$ cat config.mk
export PLATFORM = sky130hd
export DESIGN_NAME = md5_sched_flat
export DESIGN_NICKNAME = d
export VERILOG_FILES = /design/src/rtl/md5_sched_if.sv /design/src/rtl/md5_sched.sv /design/src/flat_wrapper.sv
export SDC_FILE = /design/constraint.sdc
export NUM_CORES = 1
export LEC_CHECK = 0
export ABC_AREA = 1
export CORE_ASPECT_RATIO = 1.4
export CORE_MARGIN = 5
export CORE_UTILIZATION = 55
export DETAILED_ROUTE_END_ITERATION = 10
export PLACE_DENSITY_LB_ADDON = 0.3
export SYNTH_ARGS = -nofsm -noshare
export SYNTH_HDL_FRONTEND = slang
export SYNTH_SLANG_ARGS = --single-unit
$ cat constraint.sdc
create_clock -name clk_i -period 3.25 [get_ports clk_i]
set_clock_uncertainty 0.05 [all_clocks]
set_input_delay 0.4875 -clock clk_i [delete_from_list [all_inputs] [get_ports clk_i]]
set_output_delay 0.4875 -clock clk_i [all_outputs]
set_load 0.05 [all_outputs]
$ cat src/rtl/md5_sched_if.sv
// rtl/md5_sched_if.sv - host word stream and hash-core drive signals for md5_sched
// Purpose: bundles the host message-word handshake, the hash-core drive
//          signals and the status outputs of md5_sched.
// Ports (modport slave = md5_sched, master = host/core side):
//   init_i, wvalid_i, wdata_i[0:31]          host -> scheduler
//   wready_o                                 scheduler -> host
//   md5_rst_o, md5_rdy_o, md5_msg_o[0:31]    scheduler -> hash core
//   busy_o, done_o, blk_cnt_o                scheduler status
interface md5_sched_if #(
    parameter int BLKCNT_W = 16
);
    logic                init_i;
    logic                wvalid_i;
    logic [0:31]         wdata_i;
    logic                wready_o;
    logic                md5_rst_o;
    logic                md5_rdy_o;
    logic [0:31]         md5_msg_o;
    logic                busy_o;
    logic                done_o;
    logic [BLKCNT_W-1:0] blk_cnt_o;

    modport master (
        output init_i, wvalid_i, wdata_i,
        input  wready_o, md5_rst_o, md5_rdy_o, md5_msg_o, busy_o, done_o, blk_cnt_o
    );

    modport slave (
        input  init_i, wvalid_i, wdata_i,
        output wready_o, md5_rst_o, md5_rdy_o, md5_msg_o, busy_o, done_o, blk_cnt_o
    );
endinterface

$ cat src/rtl/md5_sched.sv
// rtl/md5_sched.sv - MD5 block buffer and per-round message-word scheduler
// Purpose: collects 16 host words into a block buffer, then strobes an
//          external MD5 core for 64 rounds, feeding the message word each
//          round selects, and pulses done_o once the block is compressed.
// Ports:
//   clk_i  - sole clock, rising edge
//   rst_i  - synchronous active-high reset
//   bus    - md5_sched_if.slave: host word handshake (init_i, wvalid_i,
//            wdata_i, wready_o), core drive (md5_rst_o, md5_rdy_o,
//            md5_msg_o) and status (busy_o, done_o, blk_cnt_o)
module md5_sched #(
    parameter int BLKCNT_W = 16
) (
    input  logic       clk_i,
    input  logic       rst_i,
    md5_sched_if.slave bus
);
    typedef enum logic [1:0] {
        IDLE = 2'd0,
        RUN  = 2'd1,
        DONE = 2'd2
    } state_t;

    state_t              state;
    state_t              state_nxt;
    logic [3:0]          wcnt;
    logic [5:0]          r;
    logic [BLKCNT_W-1:0] blk_cnt;
    logic                md5_rst;
    logic [0:31]         msg_buf [16];

    logic                wready;
    logic                accept;
    logic                in_run;
    logic                in_done;
    logic [3:0]          i_idx;
    logic [3:0]          g;

    // Outputs are gated by rst_i so they read idle in the very cycle reset is
    // raised, not only after the first reset edge.
    assign wready  = (state == IDLE) && !bus.init_i && !rst_i;
    assign accept  = bus.wvalid_i && wready;
    assign in_run  = (state == RUN) && !rst_i;
    assign in_done = (state == DONE) && !rst_i;

    assign bus.wready_o  = wready;
    assign bus.md5_rdy_o = in_run;
    assign bus.busy_o    = in_run;
    assign bus.done_o    = in_done;
    assign bus.md5_rst_o = md5_rst;
    assign bus.blk_cnt_o = rst_i ? '0 : blk_cnt;

    always_comb begin
        state_nxt = state;
        if (bus.init_i) begin
            state_nxt = IDLE;
        end else begin
            case (state)
                IDLE:    if (accept && (wcnt == 4'd15)) state_nxt = RUN;
                RUN:     if (r == 6'd63) state_nxt = DONE;
                DONE:    state_nxt = IDLE;
                default: state_nxt = IDLE;
            endcase
        end
    end

    always_ff @(posedge clk_i) begin
        if (rst_i) begin
            state <= IDLE;
        end else begin
            state <= state_nxt;
        end
    end

    always_ff @(posedge clk_i) begin
        if (rst_i || bus.init_i) begin
            wcnt    <= 4'd0;
            r       <= 6'd0;
            blk_cnt <= '0;
        end else begin
            // wcnt wraps 15 -> 0 on the last word, ready for the next block.
            if (accept) wcnt <= wcnt + 4'd1;
            if (accept && (wcnt == 4'd15)) r <= 6'd0;
            else if (state == RUN)         r <= r + 6'd1;
            if (state == DONE) blk_cnt <= blk_cnt + 1'b1;
        end
    end

    always_ff @(posedge clk_i) begin
        md5_rst <= rst_i || bus.init_i;
    end

    // Block buffer keeps its contents across reset and init.
    always_ff @(posedge clk_i) begin
        if (accept) msg_buf[wcnt] <= bus.wdata_i;
    end

    // Per-round message index; 4-bit arithmetic gives the mod-16 wrap.
    assign i_idx = r[3:0];
    always_comb begin
        g = i_idx;
        case (r[5:4])
            2'd0: g = i_idx;
            2'd1: g = i_idx * 4'd5 + 4'd1;
            2'd2: g = i_idx * 4'd3 + 4'd5;
            2'd3: g = i_idx * 4'd7;
            default: g = i_idx;
        endcase
    end

    assign bus.md5_msg_o = in_run ? msg_buf[g] : 32'd0;
endmodule
$ cat src/flat_wrapper.sv
// flat-port wrapper written by rule: the top's interface ports become plain ports
module md5_sched_flat 
#(
    parameter int BLKCNT_W = 16
)
  (clk_i, rst_i, bus_init_i, bus_wvalid_i, bus_wdata_i, bus_wready_o, bus_md5_rst_o, bus_md5_rdy_o, bus_md5_msg_o, bus_busy_o, bus_done_o, bus_blk_cnt_o);
  md5_sched_if #(.BLKCNT_W(BLKCNT_W)) bus_i ();
  input  logic clk_i;
  input  logic rst_i;
  input wire logic [$bits(bus_i.init_i)-1:0] bus_init_i;
  input wire logic [$bits(bus_i.wvalid_i)-1:0] bus_wvalid_i;
  input wire logic [$bits(bus_i.wdata_i)-1:0] bus_wdata_i;
  output wire logic [$bits(bus_i.wready_o)-1:0] bus_wready_o;
  output wire logic [$bits(bus_i.md5_rst_o)-1:0] bus_md5_rst_o;
  output wire logic [$bits(bus_i.md5_rdy_o)-1:0] bus_md5_rdy_o;
  output wire logic [$bits(bus_i.md5_msg_o)-1:0] bus_md5_msg_o;
  output wire logic [$bits(bus_i.busy_o)-1:0] bus_busy_o;
  output wire logic [$bits(bus_i.done_o)-1:0] bus_done_o;
  output wire logic [$bits(bus_i.blk_cnt_o)-1:0] bus_blk_cnt_o;
  assign bus_i.init_i = bus_init_i;
  assign bus_i.wvalid_i = bus_wvalid_i;
  assign bus_i.wdata_i = bus_wdata_i;
  assign bus_wready_o = bus_i.wready_o;
  assign bus_md5_rst_o = bus_i.md5_rst_o;
  assign bus_md5_rdy_o = bus_i.md5_rdy_o;
  assign bus_md5_msg_o = bus_i.md5_msg_o;
  assign bus_busy_o = bus_i.busy_o;
  assign bus_done_o = bus_i.done_o;
  assign bus_blk_cnt_o = bus_i.blk_cnt_o;
  md5_sched #(.BLKCNT_W(BLKCNT_W)) u_core (.clk_i(clk_i), .rst_i(rst_i), .bus(bus_i));
endmodule
Word-level counts from Yosys, hierarchy flattened:

Memory sizes are Yosys's and may differ from the RTL's.
Cells that the tools add are included.

* memories: 1
* logic and storage cells: 45
* bits in writable memories: 512
* bits in registers: 29
* bits of input ports: 36

Memories
* u_core.msg_buf: depth 16, width 32, read ports 1, clocked after memory_dff 0, wr ports 1, RTL line md5_sched.sv:30 `logic [0:31] msg_buf [16];`

* mux-type cells: 8
* equal/unequal tests: 9
* multipliers: 3
* add/sub/neg operators: 5
* reduce and logical (&&, ||, !) cells: 14

Operators by type and width (count)
* $mux 32: 1
* $add 16x1->16 const B: 1
* $mux 16: 1
* $pmux 4 s4: 1
* $add 4x1->4 const B: 2
* $mul 4x3->4 const B: 2
* $add 6x1->6 const B: 1
* $eq 2x2->1 const B: 3
* $eq 6x6->1 const B: 1
* $logic_and 1x1->1: 6
* $add 4x3->4 const B: 1
* $eq 2x1->1 const B: 2
* $eq 4x4->1 const B: 1
* $logic_not 2->1: 2
* $mul 4x2->4 const B: 1
* $mux 2: 2
* $pmux 2 s2: 1
* $reduce_or 2->1: 2
* $logic_not 1->1: 2
* $mux 1: 2
* $ne 2x1->1 const B: 1
* $ne 2x2->1 const B: 1
* $reduce_and 2->1: 1
* $logic_or 1x1->1: 1

Logic depth before layout (Yosys ltp):

* word-level depth: 7
* gate-level depth with buffers: 16

Worst setup path before layout:

Ideal clock, no wire load.

* kind: input port to flip-flop
* start: input port rst_i
* end: memory u_core.msg_buf[11][0] (netlist bit) (enable)
* stages: 8
* path slack: -0.764 ns
* required time: 2.779 ns
* library setup time: 0.421 ns
* arrival: 3.543 ns
* cell sequence: buf_2 > nor2_1 > inv_1 > nor2_1 > nand2_1 > nor2_1 > nand2_1 > nor2_1

* cells in the longest elaborated chain, start to end: 5

RTL lines
* start, declared: RTL line flat_wrapper.sv:9 `input logic rst_i;`
* $logic_not 1->1: RTL line md5_sched.sv:41 `assign wready = (state == IDLE) && !bus.init_i && !rst_i;`
* $logic_and 1x1->1: RTL line md5_sched.sv:41
* named net bus_wready_o: RTL line flat_wrapper.sv:13 `output wire logic [$bits(bus_i.wready_o)-1:0] bus_wready_o;`
* $logic_and 1x1->1: RTL line md5_sched.sv:42 `assign accept = bus.wvalid_i && wready;`
* $mux 1: RTL line md5_sched.sv:95 `if (accept) msg_buf[wcnt] <= bus.wdata_i;`
* $mux 1 (implied by the code): RTL line md5_sched.sv:95
* end, declared: RTL line md5_sched.sv:30

The timed path passes the listed nets, and every way through them passes these cells.

Final worst setup path:

* start: register u_core.r[1]
* end: output port bus_md5_msg_o[13]

* cells in the longest elaborated chain, start to end: 5

RTL lines
* start, declared: RTL line md5_sched.sv:27 `logic [5:0] r;`
* start signal, assigned: RTL line md5_sched.sv:84 `else if (state == RUN) r <= r + 6'd1;`
* $mul 4x2->4 / $mul 4x3->4 (equally long branches): RTL line md5_sched.sv:105, md5_sched.sv:104
* $add 4x3->4 / $add 4x1->4 (equally long branches): RTL line md5_sched.sv:105, md5_sched.sv:104
* $pmux 4 s4 (*): RTL line md5_sched.sv:102 `case (r[5:4])`
* $mem_v2 16x32 (*)
* $mux 32 (*): RTL line md5_sched.sv:111 `assign bus.md5_msg_o = in_run ? msg_buf[g] : 32'd0;`
* end, declared: RTL line flat_wrapper.sv:16 `output wire logic [$bits(bus_i.md5_msg_o)-1:0] bus_md5_msg_o;`

Mark *: on every way between the ends. The rest lies on a longest branch, timed or not.

==> results.md <==
* DRC viols at 0
* # fillers at 2797
* Design Power at 13.7 mW
* Vias post-DR at 16800
* Post-synthesis mux area share at 0%
* Fmax at 0.270 GHz
* Hold depth at 2
* HP Start: u_core.blk_cnt[15]
* Crit path max fanout at 8
* Crit. End Element: primary output
* Final setup viols at 32
* DR vias/cell at 6.16
* Hold buffer count at CTS at 0
* Worst path max stage delay at 540 ps
* Final Max Slew Viols at 0
* Clock network latency to the later pin of the worst-skew pair at 580 ps
* Cts bufs inserted at 48
* Ys Warns at 0
* Deepest clock path buffer count at 3
* First-pass GRT wire length at 93900 um
* Post-DRT Antenna Nets at 0
* Unrepaired setup endpoints after global routing: true
* Synth top area share at 67.2%
* Worst hold path type: reg -> reg
* TNS Setup at -12750 ps
* WS Path Type: reg -> out
* Violated checks: negative setup slack
* Status: complete, but fails checks
* # nets final at 2202
* Max H-tree Level at 2
* Critical Path Source Type: flop
* CP bufs+invs at 6
* Largest family of logic cells by synthesized area: simple AND/OR/NAND/NOR gates
* Rows at 88
* Synth top cells by count: nand3_1 (608), edfxtp_1 (512), nand2_1 (450)
* FF+latch area at 16000 um2
* Levels on crit path at 16
* Reg2reg path depth at 8
* Vias in the first global route at 16300
* Area after detailed placement at 25400 um2
* Critical path, cell by cell: inv_4 > fa_1 > inv_2 > ha_4 > xnor2_2 > nand2_1 > nand3_2 > nand3_2 > nor2_4 > buf_4 > buf_12 > buf_16 > nand3_1 > nand2_2 > nor2_4 > buf_12
* Final worst-path setup slack at -453 ps
* Clk root buf: clkbuf_16
* Synth Cell Area at 22900 um2
* P per Cell Area at 484 nW/um2
* Slowest-stage cell, CP: fa_1
* Final Hold Vio Count at 0
* Die Wd at 182 um
* Num ports at 89
* Post-synth EDFFs at 512
* IO buf count at 88
* Max rail drop VDD at 0.000547 V
* Die height at 251 um
* Initial antenna violation count at 1
* Sequential element share of the synthesized area at 69.7%
* CTS Sinks at 541
* Post-synthesis cell count at 2048
* Layout cells sized above 1 at 19.5%
* Post-synth top flop: edfxtp_1
* GP Congestion at 0.848
* Data arrival, critical path at 3170 ps
* Layout area overhead at 23.8%
* Core footprint at 41200 um2
* XOR/XNOR share of the synthesized area at 0.153%
* Overall routing resource usage at 26.5%
* DP Wirelength at 32100 um
* Simple logic cell fraction of the synthesized area at 24.0%
* Largest net degree at the start of global routing at 135
* Drt first pass iters at 6
* DIE AREA at 45800 um2
* Fin area at 28300 um2
* Total gr overflow at 0
* Yosys reg bits at 541
* Post-place setup slack at 47.4 ps
* Routed len/inst at 23.2 um
* Slew Limit Headroom at 56.8%
* Adder-cell area share of the yosys netlist at 0.886%
* Period utilization at 114%
* CP startpoint: u_core.r[1]
* CTS tree: yes
* Leak at 9.89 nW
* Starting DRT DRC Count at 2187
* Synth Area in Compound Gates at 1.21%
* Drt total wl at 63300 um
* Area of the multi-input gates at 7110 um2
* Clock transition at the registers of the reported paths at 70 ps
* Initial Util at 55.6%
* Max-cap check violation count at 0
* Critical path's top delay family: adder cells
* Least-Margin Pin Slew at 649 ps
* Synth Area per Inst at 11.2 um2
* Start of the worst register-to-register path: u_core.state[0]
* Top-count cell post-synth: nand3_1
* Ranking of synthesized cells by area: edfxtp_1 (67%), nand3_1 (13%), nand2_1 (7.4%)
* Final min period at 3700 ps
* Async SR Flop Fraction at 0%
* Distinct cells, synth at 28
* Synth area leader: edfxtp_1
* Mapped Nets at 2099
* Crit path required time at 2710 ps
==> final timing paths <==
path,slack (ps),to
min reg2reg,420,u_core.blk_cnt[15]
max,-450,bus_md5_msg_o[13]
max reg2reg,820,u_core.msg_buf[8][20]
min,420,u_core.blk_cnt[15]
==> stage by stage <==
stage	util (%)	hold WS (ps)	cells
6_report	68.8	420	2731
3_3_place_gp	61.6	406	2611
2_1_floorplan	-	395	2048
3_5_place_dp	61.6	416	2611
4_1_cts	67.6	426	2722
5_1_grt	68.8	455	2731
==> where the power goes <==
part	switching (mW)	internal, mW
Combinational	0.145	0.0663
Sequential	0.00426	7.63
Clock	2.51	3.35
==> worst min-delay path, cell delays in order (launching register included) <==
cell     delay, ps
dfxtp_1        310
nand2_1         60
a21oi_1         50
==> repair_timing <==
action / 4_1_cts / 5_1_grt
setup endpoints to repair: 32 / 32
pin swaps: 57 / 36
buffers inserted: 11 / 4
gates cloned: 11 / 4
gates resized for setup: 129 / 82
==> placed cells by master (no fill, tap or decap), types with 7 or more instances in the layout <==
cell and n:
a21oi_1 42, buf_12 65, buf_16 11, buf_4 51, clkbuf_1 7, clkbuf_16 53
clkdlybuf4s50_1 50, clkinv_1 8, clkinv_2 10, dfxtp_1 24, edfxtp_1 512, ha_1 7
inv_1 48, nand2_1 406, nand2_2 39, nand2_4 8, nand3_1 551, nand3_2 50
nand3_4 7, nor2_1 70, nor2_2 26, nor2_4 60, nor3_1 10, o21ai_0 11
==> layer usage <==
metal,vias to the layer above,global-route usage [%],part of all wire [%]
li1,7463,-,-
met1,8181,34.0,36
met2,1000,45.0,51
met3,181,4.26,9.4
met4,0,11.1,4.2
met5,-,0,0
==> layout make-up <==
type                            count  share of cell area, %
Tap cell                          540                   2.39
Clock inverter                     29                   1.11
Inverter                           57                  0.822
Timing Repair Buffer              189                   9.57
Clock buffer                       60                   4.62
Antenna cell                        1                0.00884
Sequential cell                   541                   56.4
Multi-Input combinational cell   1314                   25.1
==> sequential cells by signal, summed over array words and instances, names as in the netlist <==
register,flops
u_core.blk_cnt,16
u_core.bus.md5_rst_o,1
u_core.r,6
u_core.state,2
u_core.msg_buf,512
u_core.wcnt,4
==> kinds of logic (layout without fill, tap and decap cells) <==
group           count (synthesis)  in the layout
other cells                     0              1
compound gates                 55             55
fa+ha+maj                      15             15
xor+xnor                        4              4
flops                         541            541
simple gates                 1239           1240
buf+inv                       194            335
Note: power is estimated with default switching activity, not from simulation.
==> variant 1: new RTL, same flow settings <==
Reset style: asynchronous (`rst_i`), changed in one clocked block. Comments in the files are not updated.
--- a/src/rtl/md5_sched.sv
+++ b/src/rtl/md5_sched.sv
@@ -66,3 +66,3 @@
 
-    always_ff @(posedge clk_i) begin
+    always_ff @(posedge clk_i or posedge rst_i) begin
         if (rst_i) begin
Function: no difference found for any inputs over 10 cycles, from zero or initial values and one cycle with rst_i high; that may be too few to reach the edited logic, so the function may still have changed.
==> variant 1 against the original RTL <==
The flow still finishes with violations (negative setup slack). Critical endpoint is now bus_md5_msg_o[8]. Wire length decreased by 3.4%. Sequential cell count unchanged. Power decreased by 4.3%. First-iteration DRC count decreased by 14%. Worst hold slack got worse by 0.31 ns. Area after synthesis about the same. Non-clock buffer count decreased by 2. Design area decreased by 2.2%. Setup slack improved by 0.096 ns.
==> variant 1: results <==
group,metric,value,unit
sta,setup_viol,32,
run_status,violations,"negative setup slack",
global_route,grt_usage,26.0,%
drt,wirelength,61.1,mm
finish,finalNonFillerCells,2726,
hold_path,hp-class,"in -> async",
finish,nFillCells,2907,
yosys,synth_area_leaders,"edfxtp_1 67%, nand3_1 14%, nand2_1 7.3%, nor2_1 2.6%, dfxtp_1 2.4%",
worst_setup_path,crit_arrival,3.07,ns
yosys,synthArstFlopShare,0.370,%
finish,final_core_util,67.3,%
worst_setup_path,reg2reg_depth,6,
clocking,cts_resized,109,
worst_setup_path,reg2reg_slack,0.93,ns
sta,max_slew_margin,58.3,%
global_route,use_met2,44.5,%
yosys,synth.avg_cell_area,11.2,um2
clocking,clk_latency,0.56,ns
drt,first_pass_iters,8,
sta,fin_tns_setup,-9.98,ns
sta,setup_slack,-0.357,ns
drt,via_count,16700,
worst_setup_path,crit_fanout,9,
global_route,grt_pass1_wl,93.2,mm
placement,gp_routability_congestion,0.847,
placement,dp_slack,0.0758,ns
clocking,cts_buffers,49,
global_route,grt_util_met3,3.82,%
placement,placed_area,25400,um2
run_status,outcome,"finished with violations",
placement,dp_hpwl,32.5,mm
global_route,grt_max_degree,90,
yosys,synth_seq_area_share,69.8,%
clocking,cts_setup_buffers,14,
power_and_ir_drop,irDropWorstVdd,0.414,mV
worst_setup_path,reg2reg_from,"u_core.state[0]",
global_route,use_met1,33.7,%
sta,hold_ws,0.112,ns
## variant 1: changes by cell type after synthesis, sizes merged, moves of 3 or more
cell    unedited run  this run
nor3              10         6
nand2            454       451
nand3            608       619
a21oi             42        36
buf              101        90
clkbuf            36        45
## variant 1: how the worst max path moves through the flow
stage	start	to	slack (ns)	cells past startpoint
2_1_floorplan	rst_i	u_core.msg_buf[12][0]	-0.17	8
3_3_place_gp	u_core.r[0]	bus_md5_msg_o[15]	0.11	14
3_5_place_dp	u_core.r[0]	bus_md5_msg_o[18]	0.08	14
4_1_cts	u_core.r[0]	bus_md5_msg_o[16]	-0.35	14
5_1_grt	u_core.r[0]	bus_md5_msg_o[8]	-0.48	15
6_report	u_core.r[0]	bus_md5_msg_o[8]	-0.36	14
## variant 1: report_power, final
part           total (W)  leakage (nW)  internal (W)  switching (W)
Combinational   0.000210          4.15     0.0000661       0.000144
Clock            0.00527         0.711       0.00290        0.00237
Sequential       0.00764          4.85       0.00764     0.00000437
## variant 1: routing by layer
layer / vias to the layer above / share of wire [%]
met5: - / 0
met4: 0 / 4.0
met3: 164 / 8.8
met2: 893 / 50
met1: 8140 / 37
li1: 7462 / -
## variant 1: worst max-delay path, stage by stage (launching register included)
cell	delay [ns]
dfxtp_4	0.38
inv_4	0.04
fa_1	0.55
inv_2	0.05
ha_4	0.23
nand2_2	0.06
nand3_2	0.09
o21ai_4	0.15
buf_12	0.25
clkbuf_16	0.18
nand3_1	0.08
nand3_1	0.09
nand2_1	0.06
nor2_2	0.15
buf_12	0.15
## variant 1: final cells by class
type	instances	area share (%)
tap	540	2.44
antenna	1	0.00903
sequential	541	57.7
timing repair buffer	187	9.68
multi-input combinational	1313	24.1
inverter	59	0.836
clock buffer	66	4.88
clock inverter	19	0.334
==> variant 2: new RTL, config.mk and constraints unchanged <==
Made on the original files. `BLKCNT_W` is set to 16 in 3 places; all go to 18.
--- a/src/rtl/md5_sched_if.sv
+++ b/src/rtl/md5_sched_if.sv
@@ -9,3 +9,3 @@
 interface md5_sched_if #(
-    parameter int BLKCNT_W = 16
+    parameter int BLKCNT_W = 18
 );
--- a/src/rtl/md5_sched.sv
+++ b/src/rtl/md5_sched.sv
@@ -11,3 +11,3 @@
 module md5_sched #(
-    parameter int BLKCNT_W = 16
+    parameter int BLKCNT_W = 18
 ) (
--- a/src/flat_wrapper.sv
+++ b/src/flat_wrapper.sv
@@ -3,3 +3,3 @@
 #(
-    parameter int BLKCNT_W = 16
+    parameter int BLKCNT_W = 18
 )
Ports: changed (resized bus_blk_cnt_o); port bits go from 89 to 91. No check against the original RTL was run, so the function may have changed too.
==> variant 2 against the original RTL <==
Sequential cell count is 2 higher. Design area is 0.45% lower. Clock power is 3% higher. Die area is 0.83% higher. The run still ends with negative setup slack left. Fmax is 2.6% higher. Setup slack better by 0.092 ns. Wire length hardly changed. Power is 1.3% higher. Largest cell class unchanged. Area after synthesis is 0.87% higher. Via count is 1.1% higher.
==> variant 2: results <==
group,metric,value,unit
hold_path,hold_end,"u_core.blk_cnt[10]",
yosys,synthArstFlopShare,0,%
finish,nFillCells,2896,
sta,setup_viol,32,
sta,max_slew_margin,57.7,%
drt,first_pass_iters,6,
finish,nNetsFinal,2238,
hold_path,min_from,"u_core.blk_cnt[10]",
finish,drive_gt1_share,16.4,%
placement,gp_routability_congestion,0.818,
global_route,grt_max_degree,108,
placement,dp_hpwl,33.8,mm
sta,setup_slack,-0.361,ns
global_route,grt_usage,26.5,%
finish,antennaDiodeCount,0,
yosys,synth.distinct_cells,30,
worst_setup_path,reg2reg_from,"u_core.state[0]",
yosys,synth_commonest_cells,"619 x nand3_1, 512 x edfxtp_1, 449 x nand2_1, 165 x nor2_1, 83 x buf_2",
drt,via_count,17000,
worst_setup_path,crit_fanout,21,
yosys,synthesis.nets,2129,
yosys,synth_seq_area_share,69.3,%
drt,wirelength,63.3,mm
clocking,cts_buffers,50,
worst_setup_path,slowest_delay,0.52,ns
run_status,violations,"negative setup slack",
run_status,outcome,"finished with violations",
power_and_ir_drop,irDropWorstVdd,0.371,mV
worst_setup_path,reg2reg_slack,0.90,ns
finish,reg.largest.list,"u_core.msg_buf: 512 flops, u_core.blk_cnt: 18 flops, u_core.r: 6 flops",
placement,placed_area,25600,um2
worst_setup_path,crit_arrival,3.07,ns
worst_setup_path,timing.rr.end,"u_core.msg_buf[7][16]",
clocking,cts_buffer_depth,3,
placement,port_buffers,90,
clocking,clk_pin_slew,0.06,ns
yosys,synth_area_leaders,"edfxtp_1 67%, nand3_1 13%, nand2_1 7.3%, dfxtp_1 2.7%, nor2_1 2.7%",
power_and_ir_drop,leakage,9.91,nW
yosys,synth_top_flop_cell,"edfxtp_1",
global_route,antenna_found_initial,0,
worst_setup_path,crit_family,"simple AND/OR/NAND/NOR gates",
global_route,grt_pass1_wl,95.2,mm
drt,drt_iter0_drc,2103,
-- variant 2: cell count changes after synthesis, moves of 4 or more --
| cell | delta |
|---|---|
| buf_2 | +30 |
| buf_1 | -14 |
| inv_1 | +6 |
| buf_4 | -4 |
| clkbuf_1 | -12 |
| nor2_1 | +9 |
| nand3_1 | +11 |
-- variant 2: area by class of cell --
cell class / count / area [um2] / area share [%]
multi-input combinational: 1335 / 6850 / 24.3
inverter: 65 / 260 / 0.923
clock inverter: 32 / 372 / 1.32
timing repair buffer: 192 / 2740 / 9.73
sequential: 543 / 16000 / 56.8
clock buffer: 60 / 1290 / 4.57
tap: 540 / 676 / 2.40
-- variant 2: worst max-delay path by stage --
stage / startpoint / end / depth (start not counted)
2_1_floorplan: u_core.r[0] / bus_md5_msg_o[13] / 14
3_3_place_gp: u_core.r[1] / bus_md5_msg_o[13] / 13
3_5_place_dp: u_core.r[1] / bus_md5_msg_o[13] / 13
4_1_cts: u_core.r[0] / bus_md5_msg_o[14] / 16
5_1_grt: u_core.r[0] / bus_md5_msg_o[12] / 18
6_report: u_core.r[0] / bus_md5_msg_o[13] / 15
-- variant 2: power by group --
| group | internal, W | switching, W |
|---|---|---|
| Sequential | 0.00766 | 0.00000442 |
| Combinational | 0.0000650 | 0.000147 |
| Clock | 0.00347 | 0.00255 |
| Total | 0.0112 | 0.00270 |
-- variant 2: kinds of logic (layout without fill, tap and decap cells) --
group,Yosys count,in the layout,share of synthesized area [%]
AO/OA/AOI/OAI,55,55,1.22
XOR/XNOR,6,6,0.228
adder cells (fa/ha/maj),15,15,0.878
buffers and inverters,201,349,4.19
flip-flops,543,543,69.3
AND/OR/NAND/NOR,1258,1259,24.2
-- variant 2: through the flow --
stage	hold slack, ns	std cells	setup slack [ns]	total power [W]	setup TNS (ns)
6_report	0.432	2767	-0.361	0.0139	-9.99
2_1_floorplan	0.393	2078	0.000954	0.00786	0
4_1_cts	0.436	2760	-0.339	0.0140	-10.03
3_3_place_gp	0.419	2650	0.100	0.00801	0
5_1_grt	0.464	2767	-0.444	0.0143	-12.74
3_5_place_dp	0.421	2650	0.0193	0.00802	0
-- variant 2: worst min-delay path, stage by stage (launching register included) --
cell     delay, ns
dfxtp_1       0.31
inv_1         0.07
a21oi_1       0.06
-- variant 2: what timing repair did --
action                     4_1_cts  5_1_grt
setup endpoints to repair       32       32
setup buffers                   11        3
gates cloned                     7        4
hold endpoints to repair         0        0
pin swaps                       23       31
gates resized for setup         74       65
-- variant 2: routing by layer --
layer	track usage, %	up-vias	routed length, um
met5	0	-	0
met4	11.9	0	3000
met3	4.07	209	5480
met2	44.7	950	31800
met1	34.0	8277	23000
li1	-	7575	-
